`config.mk`:
```
export PLATFORM = sky130hd
export DESIGN_NAME = rv_operand_stage_flat
export DESIGN_NICKNAME = d
export VERILOG_FILES = /design/src/rtl/rv_operand_stage_if.sv /design/src/rtl/rv_operand_stage.sv /design/src/flat_wrapper.sv
export SDC_FILE = /design/constraint.sdc
export NUM_CORES = 1
export LEC_CHECK = 0
export CAP_MARGIN = 20
export CELL_PAD_IN_SITES_DETAIL_PLACEMENT = 1
export CELL_PAD_IN_SITES_GLOBAL_PLACEMENT = 1
export CORE_MARGIN = 2
export CORE_UTILIZATION = 30
export DETAILED_ROUTE_END_ITERATION = 12
export GPL_TIMING_DRIVEN = 0
export PLACE_DENSITY_LB_ADDON = 0.1
export SYNTH_ARGS = -nofsm -noshare
export SYNTH_HDL_FRONTEND = slang
export SYNTH_SLANG_ARGS = --single-unit
```
`constraint.sdc`:
```
create_clock -name i_os_clk -period 10.98 [get_ports i_os_clk]
set_input_delay 3.294 -clock i_os_clk [delete_from_list [all_inputs] [get_ports i_os_clk]]
set_output_delay 3.294 -clock i_os_clk [all_outputs]
set_load 0.03 [all_outputs]
```
`src/rtl/rv_operand_stage_if.sv`:
```
// ---------------------------------------------------------------------------
// rv_operand_stage_if
//
// Groups the ID-side inputs, the bypass sources and the registered ID/EX
// outputs of the rv32i operand stage into one bundle.
//
//   master : the surrounding pipeline. It drives the decoded instruction,
//            the register-file read data, the EX/MEM/WB bypass sources and
//            the flush. It receives the read addresses, the stall and the
//            ID/EX register contents.
//   slave  : rv_operand_stage itself.
//
// Signal groups:
//   ID instruction : i_os_valid, i_os_rs1/rs2(+_used), i_os_rd, i_os_wen,
//                    i_os_is_load, i_os_pc, i_os_imm
//   register file  : o_os_raddr[1:2] (out), i_os_rf_rdata[1:2] (in)
//   bypass sources : i_os_ex_result, i_os_mem_*, i_os_wb_*
//   control        : i_os_flush (in), o_os_stall (out)
//   ID/EX register : o_os_ex_* and o_os_stall_cnt (out)
// ---------------------------------------------------------------------------
interface rv_operand_stage_if #(
  parameter int XLEN  = 32,
  parameter int CNT_W = 16
);

  // decoded ID instruction
  logic             i_os_valid;
  logic [4:0]       i_os_rs1;
  logic [4:0]       i_os_rs2;
  logic             i_os_rs1_used;
  logic             i_os_rs2_used;
  logic [4:0]       i_os_rd;
  logic             i_os_wen;
  logic             i_os_is_load;
  logic [XLEN-1:0]  i_os_pc;
  logic [XLEN-1:0]  i_os_imm;

  // register-file read port
  logic [4:0]       o_os_raddr    [1:2];
  logic [XLEN-1:0]  i_os_rf_rdata [1:2];

  // bypass sources
  logic [XLEN-1:0]  i_os_ex_result;
  logic [4:0]       i_os_mem_rd;
  logic             i_os_mem_wen;
  logic [XLEN-1:0]  i_os_mem_data;
  logic [4:0]       i_os_wb_rd;
  logic             i_os_wb_wen;
  logic [XLEN-1:0]  i_os_wb_data;

  // pipeline control
  logic             i_os_flush;
  logic             o_os_stall;

  // ID/EX pipeline register
  logic             o_os_ex_valid;
  logic             o_os_ex_wen;
  logic             o_os_ex_is_load;
  logic [4:0]       o_os_ex_rd;
  logic [XLEN-1:0]  o_os_ex_rs1_data;
  logic [XLEN-1:0]  o_os_ex_rs2_data;
  logic [XLEN-1:0]  o_os_ex_pc;
  logic [XLEN-1:0]  o_os_ex_imm;
  logic [CNT_W-1:0] o_os_stall_cnt;

  modport master (
    output i_os_valid, i_os_rs1, i_os_rs2, i_os_rs1_used, i_os_rs2_used,
           i_os_rd, i_os_wen, i_os_is_load, i_os_pc, i_os_imm,
           i_os_rf_rdata, i_os_ex_result,
           i_os_mem_rd, i_os_mem_wen, i_os_mem_data,
           i_os_wb_rd, i_os_wb_wen, i_os_wb_data, i_os_flush,
    input  o_os_raddr, o_os_stall,
           o_os_ex_valid, o_os_ex_wen, o_os_ex_is_load, o_os_ex_rd,
           o_os_ex_rs1_data, o_os_ex_rs2_data, o_os_ex_pc, o_os_ex_imm,
           o_os_stall_cnt
  );

  modport slave (
    input  i_os_valid, i_os_rs1, i_os_rs2, i_os_rs1_used, i_os_rs2_used,
           i_os_rd, i_os_wen, i_os_is_load, i_os_pc, i_os_imm,
           i_os_rf_rdata, i_os_ex_result,
           i_os_mem_rd, i_os_mem_wen, i_os_mem_data,
           i_os_wb_rd, i_os_wb_wen, i_os_wb_data, i_os_flush,
    output o_os_raddr, o_os_stall,
           o_os_ex_valid, o_os_ex_wen, o_os_ex_is_load, o_os_ex_rd,
           o_os_ex_rs1_data, o_os_ex_rs2_data, o_os_ex_pc, o_os_ex_imm,
           o_os_stall_cnt
  );

endinterface

```
`src/rtl/rv_operand_stage.sv`:
```
// ---------------------------------------------------------------------------
// rv_operand_stage
//
// ID-to-EX operand stage of the rv32i pipeline.
//   - Drives the register-file read addresses straight from rs1/rs2.
//   - Resolves each source operand by bypassing from EX, MEM and WB, in
//     that priority, with x0 always reading as zero.
//   - Detects a load in EX feeding the ID instruction (load-use). It stalls
//     upstream and inserts one bubble into ID/EX.
//   - Registers operands plus control into the ID/EX register (1 cycle).
//   - Keeps a saturating count of stall cycles.
//
// Ports:
//   i_os_clk : clock
//   i_os_rst : asynchronous, active-high reset; clears every register
//   os       : rv_operand_stage_if.slave bundle (see the interface file)
// ---------------------------------------------------------------------------
module rv_operand_stage #(
  parameter int XLEN  = 32,
  parameter int CNT_W = 16
) (
  input logic               i_os_clk,
  input logic               i_os_rst,
  rv_operand_stage_if.slave os
);

  logic [4:0]      rs       [1:2];
  logic            rs_used  [1:2];
  logic [XLEN-1:0] operand  [1:2];
  logic            ex_fwd_ok;
  logic            ex_load_pending;
  logic            hazard;
  logic            kill;

  assign rs[1]      = os.i_os_rs1;
  assign rs[2]      = os.i_os_rs2;
  assign rs_used[1] = os.i_os_rs1_used;
  assign rs_used[2] = os.i_os_rs2_used;

  assign os.o_os_raddr[1] = os.i_os_rs1;
  assign os.o_os_raddr[2] = os.i_os_rs2;

  // An instruction in EX can forward its ALU result only when it is not a
  // load; a load's data does not exist until MEM.
  assign ex_fwd_ok = os.o_os_ex_valid & os.o_os_ex_wen & ~os.o_os_ex_is_load;

  // Operand selection, first match wins. The WB bypass is required because
  // the register file writes on the same edge and still returns the old
  // value this cycle. rs == 0 is checked first, so a producer that claims
  // to write x0 is never forwarded.
  always_comb begin
    for (int n = 1; n <= 2; n++) begin
      operand[n] = '0;
      if (rs[n] == 5'd0) begin
        operand[n] = '0;
      end else if (ex_fwd_ok && (os.o_os_ex_rd == rs[n])) begin
        operand[n] = os.i_os_ex_result;
      end else if (os.i_os_mem_wen && (os.i_os_mem_rd == rs[n])) begin
        operand[n] = os.i_os_mem_data;
      end else if (os.i_os_wb_wen && (os.i_os_wb_rd == rs[n])) begin
        operand[n] = os.i_os_wb_data;
      end else begin
        operand[n] = os.i_os_rf_rdata[n];
      end
    end
  end

  // Load-use: a load to a non-zero register sits in EX and the ID
  // instruction actually reads that register. Unused rs fields are ignored
  // because decoders leave garbage in them.
  assign ex_load_pending = os.o_os_ex_valid & os.o_os_ex_is_load &
                           os.o_os_ex_wen & (os.o_os_ex_rd != 5'd0);

  always_comb begin
    hazard = 1'b0;
    if (os.i_os_valid && ex_load_pending) begin
      for (int n = 1; n <= 2; n++) begin
        if (rs_used[n] && (rs[n] == os.o_os_ex_rd)) begin
          hazard = 1'b1;
        end
      end
    end
  end

  // A redirect discards the ID instruction anyway, so no stall is needed.
  assign os.o_os_stall = hazard & ~os.i_os_flush;

  // Flush and hazard both leave a bubble in EX. Only the control bits are
  // cleared; the data fields keep their last value.
  assign kill = os.i_os_flush | hazard;

  // ID/EX pipeline register.
  always_ff @(posedge i_os_clk or posedge i_os_rst) begin
    if (i_os_rst) begin
      os.o_os_ex_valid    <= 1'b0;
      os.o_os_ex_wen      <= 1'b0;
      os.o_os_ex_is_load  <= 1'b0;
      os.o_os_ex_rd       <= 5'd0;
      os.o_os_ex_rs1_data <= '0;
      os.o_os_ex_rs2_data <= '0;
      os.o_os_ex_pc       <= '0;
      os.o_os_ex_imm      <= '0;
    end else if (kill) begin
      os.o_os_ex_valid    <= 1'b0;
      os.o_os_ex_wen      <= 1'b0;
      os.o_os_ex_is_load  <= 1'b0;
    end else begin
      os.o_os_ex_valid    <= os.i_os_valid;
      os.o_os_ex_wen      <= os.i_os_wen & os.i_os_valid;
      os.o_os_ex_is_load  <= os.i_os_is_load & os.i_os_valid;
      os.o_os_ex_rd       <= os.i_os_rd;
      os.o_os_ex_rs1_data <= operand[1];
      os.o_os_ex_rs2_data <= operand[2];
      os.o_os_ex_pc       <= os.i_os_pc;
      os.o_os_ex_imm      <= os.i_os_imm;
    end
  end

  // Saturating stall-cycle counter; it stops at all-ones, never wraps.
  always_ff @(posedge i_os_clk or posedge i_os_rst) begin
    if (i_os_rst) begin
      os.o_os_stall_cnt <= '0;
    end else if (os.o_os_stall && (os.o_os_stall_cnt != {CNT_W{1'b1}})) begin
      os.o_os_stall_cnt <= os.o_os_stall_cnt + CNT_W'(1);
    end
  end

endmodule

```
`src/flat_wrapper.sv`:
```
// flat-port wrapper written by rule: the top's interface ports become plain ports
module rv_operand_stage_flat 
#(
  parameter int XLEN  = 32,
  parameter int CNT_W = 16
)
  (i_os_clk, i_os_rst, os_i_os_valid, os_i_os_rs1, os_i_os_rs2, os_i_os_rs1_used, os_i_os_rs2_used, os_i_os_rd, os_i_os_wen, os_i_os_is_load, os_i_os_pc, os_i_os_imm, os_i_os_rf_rdata, os_i_os_ex_result, os_i_os_mem_rd, os_i_os_mem_wen, os_i_os_mem_data, os_i_os_wb_rd, os_i_os_wb_wen, os_i_os_wb_data, os_i_os_flush, os_o_os_raddr, os_o_os_stall, os_o_os_ex_valid, os_o_os_ex_wen, os_o_os_ex_is_load, os_o_os_ex_rd, os_o_os_ex_rs1_data, os_o_os_ex_rs2_data, os_o_os_ex_pc, os_o_os_ex_imm, os_o_os_stall_cnt);
  rv_operand_stage_if #(.XLEN(XLEN), .CNT_W(CNT_W)) os_i ();
  input logic i_os_clk;
  input logic i_os_rst;
  input wire logic [$bits(os_i.i_os_valid)-1:0] os_i_os_valid;
  input wire logic [$bits(os_i.i_os_rs1)-1:0] os_i_os_rs1;
  input wire logic [$bits(os_i.i_os_rs2)-1:0] os_i_os_rs2;
  input wire logic [$bits(os_i.i_os_rs1_used)-1:0] os_i_os_rs1_used;
  input wire logic [$bits(os_i.i_os_rs2_used)-1:0] os_i_os_rs2_used;
  input wire logic [$bits(os_i.i_os_rd)-1:0] os_i_os_rd;
  input wire logic [$bits(os_i.i_os_wen)-1:0] os_i_os_wen;
  input wire logic [$bits(os_i.i_os_is_load)-1:0] os_i_os_is_load;
  input wire logic [$bits(os_i.i_os_pc)-1:0] os_i_os_pc;
  input wire logic [$bits(os_i.i_os_imm)-1:0] os_i_os_imm;
  input wire logic [$bits(os_i.i_os_rf_rdata)-1:0] os_i_os_rf_rdata;
  input wire logic [$bits(os_i.i_os_ex_result)-1:0] os_i_os_ex_result;
  input wire logic [$bits(os_i.i_os_mem_rd)-1:0] os_i_os_mem_rd;
  input wire logic [$bits(os_i.i_os_mem_wen)-1:0] os_i_os_mem_wen;
  input wire logic [$bits(os_i.i_os_mem_data)-1:0] os_i_os_mem_data;
  input wire logic [$bits(os_i.i_os_wb_rd)-1:0] os_i_os_wb_rd;
  input wire logic [$bits(os_i.i_os_wb_wen)-1:0] os_i_os_wb_wen;
  input wire logic [$bits(os_i.i_os_wb_data)-1:0] os_i_os_wb_data;
  input wire logic [$bits(os_i.i_os_flush)-1:0] os_i_os_flush;
  output wire logic [$bits(os_i.o_os_raddr)-1:0] os_o_os_raddr;
  output wire logic [$bits(os_i.o_os_stall)-1:0] os_o_os_stall;
  output wire logic [$bits(os_i.o_os_ex_valid)-1:0] os_o_os_ex_valid;
  output wire logic [$bits(os_i.o_os_ex_wen)-1:0] os_o_os_ex_wen;
  output wire logic [$bits(os_i.o_os_ex_is_load)-1:0] os_o_os_ex_is_load;
  output wire logic [$bits(os_i.o_os_ex_rd)-1:0] os_o_os_ex_rd;
  output wire logic [$bits(os_i.o_os_ex_rs1_data)-1:0] os_o_os_ex_rs1_data;
  output wire logic [$bits(os_i.o_os_ex_rs2_data)-1:0] os_o_os_ex_rs2_data;
  output wire logic [$bits(os_i.o_os_ex_pc)-1:0] os_o_os_ex_pc;
  output wire logic [$bits(os_i.o_os_ex_imm)-1:0] os_o_os_ex_imm;
  output wire logic [$bits(os_i.o_os_stall_cnt)-1:0] os_o_os_stall_cnt;
  assign os_i.i_os_valid = os_i_os_valid;
  assign os_i.i_os_rs1 = os_i_os_rs1;
  assign os_i.i_os_rs2 = os_i_os_rs2;
  assign os_i.i_os_rs1_used = os_i_os_rs1_used;
  assign os_i.i_os_rs2_used = os_i_os_rs2_used;
  assign os_i.i_os_rd = os_i_os_rd;
  assign os_i.i_os_wen = os_i_os_wen;
  assign os_i.i_os_is_load = os_i_os_is_load;
  assign os_i.i_os_pc = os_i_os_pc;
  assign os_i.i_os_imm = os_i_os_imm;
  assign os_i.i_os_rf_rdata = {>>{os_i_os_rf_rdata}};
  assign os_i.i_os_ex_result = os_i_os_ex_result;
  assign os_i.i_os_mem_rd = os_i_os_mem_rd;
  assign os_i.i_os_mem_wen = os_i_os_mem_wen;
  assign os_i.i_os_mem_data = os_i_os_mem_data;
  assign os_i.i_os_wb_rd = os_i_os_wb_rd;
  assign os_i.i_os_wb_wen = os_i_os_wb_wen;
  assign os_i.i_os_wb_data = os_i_os_wb_data;
  assign os_i.i_os_flush = os_i_os_flush;
  assign os_o_os_raddr = {>>{os_i.o_os_raddr}};
  assign os_o_os_stall = os_i.o_os_stall;
  assign os_o_os_ex_valid = os_i.o_os_ex_valid;
  assign os_o_os_ex_wen = os_i.o_os_ex_wen;
  assign os_o_os_ex_is_load = os_i.o_os_ex_is_load;
  assign os_o_os_ex_rd = os_i.o_os_ex_rd;
  assign os_o_os_ex_rs1_data = os_i.o_os_ex_rs1_data;
  assign os_o_os_ex_rs2_data = os_i.o_os_ex_rs2_data;
  assign os_o_os_ex_pc = os_i.o_os_ex_pc;
  assign os_o_os_ex_imm = os_i.o_os_ex_imm;
  assign os_o_os_stall_cnt = os_i.o_os_stall_cnt;
  rv_operand_stage #(.XLEN(XLEN), .CNT_W(CNT_W)) u_core (.i_os_clk(i_os_clk), .i_os_rst(i_os_rst), .os(os_i));
endmodule
```
==> flow_metrics.tcl, run 1 <==
set metrics [dict create \
    cts_hold_buf 0 \
    synth-seq-cells 152 \
    grt_pass1_wl_mm 55.6 \
    root_buffer "clkbuf_16" \
    drive_above_1_share 0.0801 \
    comb_power_share 0.271 \
    synthArstFlopShare 1.00 \
    synth_area_leader_cell "dfrtp_1" \
    syn_avg_cell_area_sq_um 8.78 \
    clkLatencyLatePin_ns 0.42 \
    grt_pass1_vias 9251 \
    crit_required_ns 7.69 \
    finalSetupTns_ns 0 \
    worstPathCellList "clkdlybuf4s50_1, xnor2_1, nand3_1, o32a_1, nor3_1, clkdlybuf4s50_1" \
    fill_cells 3043 \
    num_io_pins 422 \
    clk_pin_slew_worst_paths_ns 0.06 \
    maxSlewHeadroom 0.314 \
    min_period_ns 9.04 \
    synth_edf_count 0 \
    setup.worst_path.class "in2out" \
    cts-htree-levels 4 \
    crit_top_cell "clkdlybuf4s50_1" \
    rsz0062_at_grt "false" \
    yosysWarnings 0 \
    post_drt_wl_per_cell_um 21.3 \
    ant_nets 0 \
    cts.sinks 152 \
    p_seq_frac 0.375 \
    io_buffer_count 421 \
    rows 59 \
    final_nets 1608 \
    intPower_mw 1.17 \
    synth_cell_types 39 \
    seq_area_frac_synth 0.478 \
    synth_top_area_frac 0.478 \
    synthFlopType "dfrtp_1" \
    power_density_nw_per_um2 129 \
    first_pass_iters 4 \
    critPathMaxFanout 6 \
    final_cell_count_no_fill 1696 \
    endpoint_kind "output pin" \
    drc_errors 0 \
    fmax_mhz 111 \
    syn-num-nets 1166 \
    viasPerCell 4.95 \
    setup_viol 0 \
    holdCritPathClass "reg2reg" \
    clkPwrFrac 0.355 \
    final_design_area_no_fill_sq_um 13200 \
    vias 8393 \
    synthCells 906 \
    placed_area_sq_um 12600 \
    hpwlAfterDp_mm 27.8 \
    syn_area_sq_um 7960 \
    antenna_found_initial 4 \
    syn_to_final_growth_pct 66.1 \
    arrival_ns 5.75 \
    core_sq_um 26100 \
    cts_tree "done" \
    placed_cells 1664 \
    cts_buffers 17 \
    cp-start-kind "input port" \
    finalWirelength_mm 36.1 \
    start_util 0.305 \
    critPathSlowestCell "clkdlybuf4s50_1" \
    gr-usage-all-layers 0.261 \
    max_cap_violations 0 \
    finalHoldViolations 0 \
    overflow 0 \
    power_leakage_nw 5.67 \
    grt_max_degree 104 \
    post_cts_buffers 0 \
    dieArea_sq_um 27800 \
    synth_common_cells "341 x nand2_1, 152 x dfrtp_1, 45 x nand3_1" \
    skew_ns 0.0127 \
    dieWidth_um 167 \
    cp_top_family "buffers and inverters" \
    clk_path_buf_depth 2 \
    swShare 0.311 \
    finalWeightedCongestion 0.837 \
    fin_crit_sh 0.823 \
    drv_slew 0 \
    final_core_util 0.507 \
    critPathBufInv 2 \
    cts-resized-gates 0 \
    die_y_um 167 \
    status "finished, final reports clean" \
    tightest_slew_ns 1.02 \
    irDropWorstVdd_mv 0.0901 \
    drtIter0Drc 334 \
    yosysMostFrequentCell "nand2_1" \
    netlist_top_cells_area "dfrtp_1 48%, nand2_1 16%, mux2_2 4.7%" \
    power_switching_mw 0.530 \
    slowest_delay_ns 0.75 \
]
## power groups by stage
stage | Sequential, mW | Clock (mW) | Combinational (mW)
after floorplan | 0.743 | 0 | 0.112
after global placement | 0.647 | 0 | 0.459
after detailed placement | 0.648 | 0 | 0.465
after CTS | 0.639 | 0.619 | 0.467
after global routing | 0.645 | 0.639 | 0.491
final | 0.638 | 0.604 | 0.461
## flip-flops by register name (all words and copies together), names as in the netlist
signal,count
u_core.os.o_os_ex_imm,32
u_core.os.o_os_ex_is_load,1
u_core.os.o_os_ex_wen,1
u_core.os.o_os_stall_cnt,16
u_core.os.o_os_ex_pc,32
u_core.os.o_os_ex_rs2_data,32
u_core.os.o_os_ex_rs1_data,32
u_core.os.o_os_ex_rd,5
u_core.os.o_os_ex_valid,1
## cell families (layout without fill, tap and decap cells)
| kind of cell | Yosys count | count (layout) | synth area share |
|---|---|---|---|
| adders and majority gates | 1 | 1 | 0.00157 |
| and+or+nand+nor | 493 | 493 | 0.261 |
| muxes | 33 | 33 | 0.0467 |
| DFF | 152 | 152 | 0.478 |
| buffers and inverters | 76 | 530 | 0.0456 |
| xor gates and xnor gates | 42 | 42 | 0.0462 |
| AOI/OAI and AO/OA | 109 | 109 | 0.121 |
| other | 0 | 1 | 0 |
## final timing paths
check	startpoint	end	slack (ns)	cells after the start
worst max-delay path	os_i_os_rs1[4]	os_o_os_stall	1.94	6
worst min-delay path	u_core.os.o_os_ex_imm[8]$_DFFE_PP0N_	u_core.os.o_os_ex_imm[8]$_DFFE_PP0N_	0.47	2
worst max register to register	u_core.os.o_os_ex_rd[1]$_DFFE_PP0N_	u_core.os.o_os_ex_pc[10]$_DFFE_PP0N_	8.32	7
worst min register to register	u_core.os.o_os_ex_imm[8]$_DFFE_PP0N_	u_core.os.o_os_ex_imm[8]$_DFFE_PP0N_	0.47	2
max in group asynchronous	i_os_rst	u_core.os.o_os_ex_imm[20]$_DFFE_PP0N_	6.87	3
min in group asynchronous	i_os_rst	u_core.os.o_os_ex_pc[5]$_DFFE_PP0N_	3.27	2
## area by class of cell
class / instances / area, sq um / area share
Tap cell: 335 / 419 / 0.0317
Clock buffer: 19 / 443 / 0.0335
Antenna cell: 1 / 2.50 / 0.000189
Inverter: 9 / 41.3 / 0.00312
Timing Repair Buffer: 423 / 4250 / 0.321
Multi-Input combinational cell: 678 / 3790 / 0.287
Sequential cell: 152 / 3800 / 0.288
Clock inverter: 12 / 143 / 0.0108
Buffer: 67 / 329 / 0.0249
## tightest hold or removal path, stage by stage (launching register included)
cell     delay, ns
dfrtp_1       0.34
nand2_1       0.05
nand2_1       0.05
## metal layers
| metal | part of all wire | vias to the layer above | track usage |
|---|---|---|---|
| li1 | - | 3970 | - |
| met1 | 0.39 | 4050 | 0.298 |
| met2 | 0.51 | 312 | 0.461 |
| met3 | 0.077 | 55 | 0.0768 |
| met4 | 0.030 | 6 | 0.0933 |
| met5 | 0.0011 | - | 0 |
## through the flow
| step | hold slack, ns | worst slack, ns | power [mW] |
|---|---|---|---|
| after floorplan | 0.646 | 3.00 | 0.855 |
| after global placement | 0.455 | 1.01 | 1.11 |
| after detailed placement | 0.461 | 2.00 | 1.11 |
| after CTS | 0.479 | 1.95 | 1.72 |
| after global routing | 0.505 | 1.85 | 1.78 |
| final | 0.473 | 1.94 | 1.70 |
## cells in the final DEF, fill, tap and decap left out, drive strengths merged, types with 2 or more instances in the layout
cell type	Yosys	layout
o21ai	5	5
xor2	22	22
clkbuf	33	52
nand2	341	341
a221o	33	33
mux2	33	33
a21oi	2	2
nor4	7	7
nand3	45	45
clkinvlp	0	4
nand2b	33	33
buf	34	36
nand4	4	4
or4	2	2
inv	9	13
nor2	41	41
bufinv	0	2
dfrtp	152	152
xnor2	20	20
clkinv	0	2
clkdlybuf4s50	0	421
and3	4	4
a311oi	32	32
o211ai	32	32
nor3	11	11
No activity file was read; power rests on OpenSTA's default activity.
==> run 2, diff against run 1 <==
CORE_UTILIZATION = 28   (was 30)
clock period = 8.4 ns   (was 10.98 ns; I/O delays follow)
==> run 2 against run 1 <==
Global-route usage shrank 0.97 points. Clock skew shrank 0.0040 ns. Count of clock-buffer cells in the layout is the same. Routed wire length grew 2.4%. Combinational power grew 31%.
==> flow_metrics.tcl, run 2 (synthesized netlist as in run 1, its figures left out) <==
set metrics [dict create \
    power_switching_mw 0.708 \
    cts_tree "done" \
    critPathSlowestCell "clkdlybuf4s50_1" \
    multi_input_area_sq_um 3790 \
    critPathBufInv 2 \
    seqCellArea_sq_um 3800 \
    cts_hold_buf 0 \
    clk_pin_slew_worst_paths_ns 0.06 \
    drive_above_1_share 0.0816 \
    arrival_ns 4.95 \
    worstPathCellList "clkdlybuf4s50_1, xnor2_1, nand3_1, o32a_1, nor3_1, clkdlybuf4s50_1" \
    post_cts_buffers 0 \
    num_io_pins 422 \
    final_design_area_no_fill_sq_um 13300 \
    cp-start-kind "input port" \
    post_drt_wl_per_cell_um 21.2 \
    clk_path_buf_depth 2 \
    finalSetupTns_ns 0 \
    start_util 0.286 \
    p_seq_frac 0.375 \
    setup.worst_path.class "in2out" \
    slowest_delay_ns 0.76 \
    min_period_ns 7.47 \
    fin_crit_sh 0.889 \
    setup_slack_ns 0.934 \
    grt_max_degree 86 \
    comb_power_share 0.272 \
    clkPwrFrac 0.353 \
    gr-usage-all-layers 0.251 \
    finalWirelength_mm 37.0 \
    hold_start "u_core.os.o_os_ex_imm[21]$_DFFE_PP0N_" \
    drc_errors 0 \
    grt_pass1_vias 9356 \
    grtUsageMet3 0.0789 \
    root_buffer "clkbuf_16" \
    drtIter0Drc 353 \
    min_path_cells 2 \
    crit_start "os_i_os_rs1[2]" \
    core_sq_um 27900 \
    intPower_mw 1.52 \
    rsz0062_at_grt "false" \
    r2r-end "u_core.os.o_os_ex_rs2_data[29]$_DFFE_PP0N_" \
    holdCritPathClass "reg2reg" \
    tightest_slew_ns 0.983 \
    skew_ns 0.00873 \
    endpoint_kind "output pin" \
    finalWeightedCongestion 0.852 \
    cts.sinks 152 \
    ant_nets 0 \
    grt.met2_usage 0.437 \
    reg2reg_depth 6 \
    grt_pass1_wl_mm 57.0 \
    crit_required_ns 5.88 \
    drv_slew 0 \
    cp.depth 6 \
    hpwlAfterDp_mm 28.5 \
    placed_area_sq_um 12700 \
    cp-endpoint "os_o_os_stall" \
    irDropWorstVdd_mv 0.130 \
    r2r_start "u_core.os.o_os_ex_rd[0]$_DFFE_PP0N_" \
    cts-resized-gates 0 \
    critPathMaxFanout 5 \
    place_ws_ns 0.967 \
    clkLatencyLatePin_ns 0.44 \
    antenna_found_initial 7 \
    fin_hold_ws_ns 0.472 \
    r2r_slack_ns 5.68 \
    rows 61 \
    busiest_layer "met2" \
    cts-htree-levels 4 \
    status "finished, final reports clean" \
    final_cell_mix "421 x clkdlybuf4s50_1, 341 x nand2_1, 152 x dfrtp_1, 45 x nand3_1, 41 x nor2_1" \
    cts_buffers 17 \
    dieWidth_um 173 \
    overflow 0 \
    met1_usage 0.286 \
    setup_viol 0 \
    vias 8503 \
    syn_to_final_growth_pct 67.0 \
    dieArea_sq_um 29800 \
    power_leakage_nw 5.69 \
    final_common_cell "clkdlybuf4s50_1" \
    first_pass_iters 4 \
    cp_top_family "buffers and inverters" \
    final_nets 1608 \
    power_density_nw_per_um2 167 \
    fill_cells 3213 \
    swShare 0.318 \
    maxSlewHeadroom 0.338 \
    io_buffer_count 421 \
    fmax_mhz 134 \
    finalHoldViolations 0 \
    max_cap_violations 0 \
    die_y_um 173 \
    viasPerCell 4.86 \
    crit_top_cell "clkdlybuf4s50_1" \
]
run 2: cell types whose count changed in the layout (fill, tap and decap cells not counted), sizes merged:
cell | before | now
diode | 1 | 9
clkinvlp | 4 | 1
inv | 13 | 16
clkinv | 2 | 4
bufinv | 2 | 1
run 2: power groups by stage:
| stage | sequential (mW) | clock, mW | combinational (mW) |
|---|---|---|---|
| finish | 0.834 | 0.786 | 0.605 |
| global route | 0.842 | 0.829 | 0.645 |
| CTS | 0.834 | 0.804 | 0.612 |
| detailed placement | 0.847 | 0 | 0.609 |
| global placement | 0.845 | 0 | 0.599 |
| floorplan | 0.972 | 0 | 0.146 |
run 2: layout make-up:
class / count / area share
timing repair buffer: 423 / 0.319
sequential: 152 / 0.286
multi-input combinational: 678 / 0.285
tap: 378 / 0.0356
clock buffer: 19 / 0.0341
buffer: 67 / 0.0248
clock inverter: 13 / 0.00998
inverter: 9 / 0.00311
antenna: 9 / 0.00169
run 2: per-layer routing:
layer | vias up | wire length, um
met5 | - | 0
met4 | 0 | 985
met3 | 52 | 2980
met2 | 323 | 18500
met1 | 4143 | 14500
li1 | 3985 | -
run 2: worst min-delay path by stage:
| stage | slack, ns | endpoint |
|---|---|---|
| after floorplan | 0.65 | u_core.os.o_os_ex_imm[29]$_DFFE_PP0N_ |
| after global placement | 0.46 | u_core.os.o_os_ex_pc[7]$_DFFE_PP0N_ |
| after detailed placement | 0.46 | u_core.os.o_os_ex_imm[25]$_DFFE_PP0N_ |
| after CTS | 0.48 | u_core.os.o_os_ex_imm[25]$_DFFE_PP0N_ |
| after global routing | 0.50 | u_core.os.o_os_ex_pc[31]$_DFFE_PP0N_ |
| final | 0.47 | u_core.os.o_os_ex_imm[21]$_DFFE_PP0N_ |
run 2: tightest hold or removal path: stages, from the launching register on:
cell and delay [ns]:
dfrtp_1 0.34, nand2_1 0.05, nand2_1 0.05
run 2: metrics by stage:
step	cells	util	power, mW
after global routing	1744	0.477	2.32
after CTS	1739	0.476	2.25
after detailed placement	1707	0.455	1.46
final	1748	0.477	2.23
after global placement	1705	0.454	1.44
after floorplan	906	-	1.12
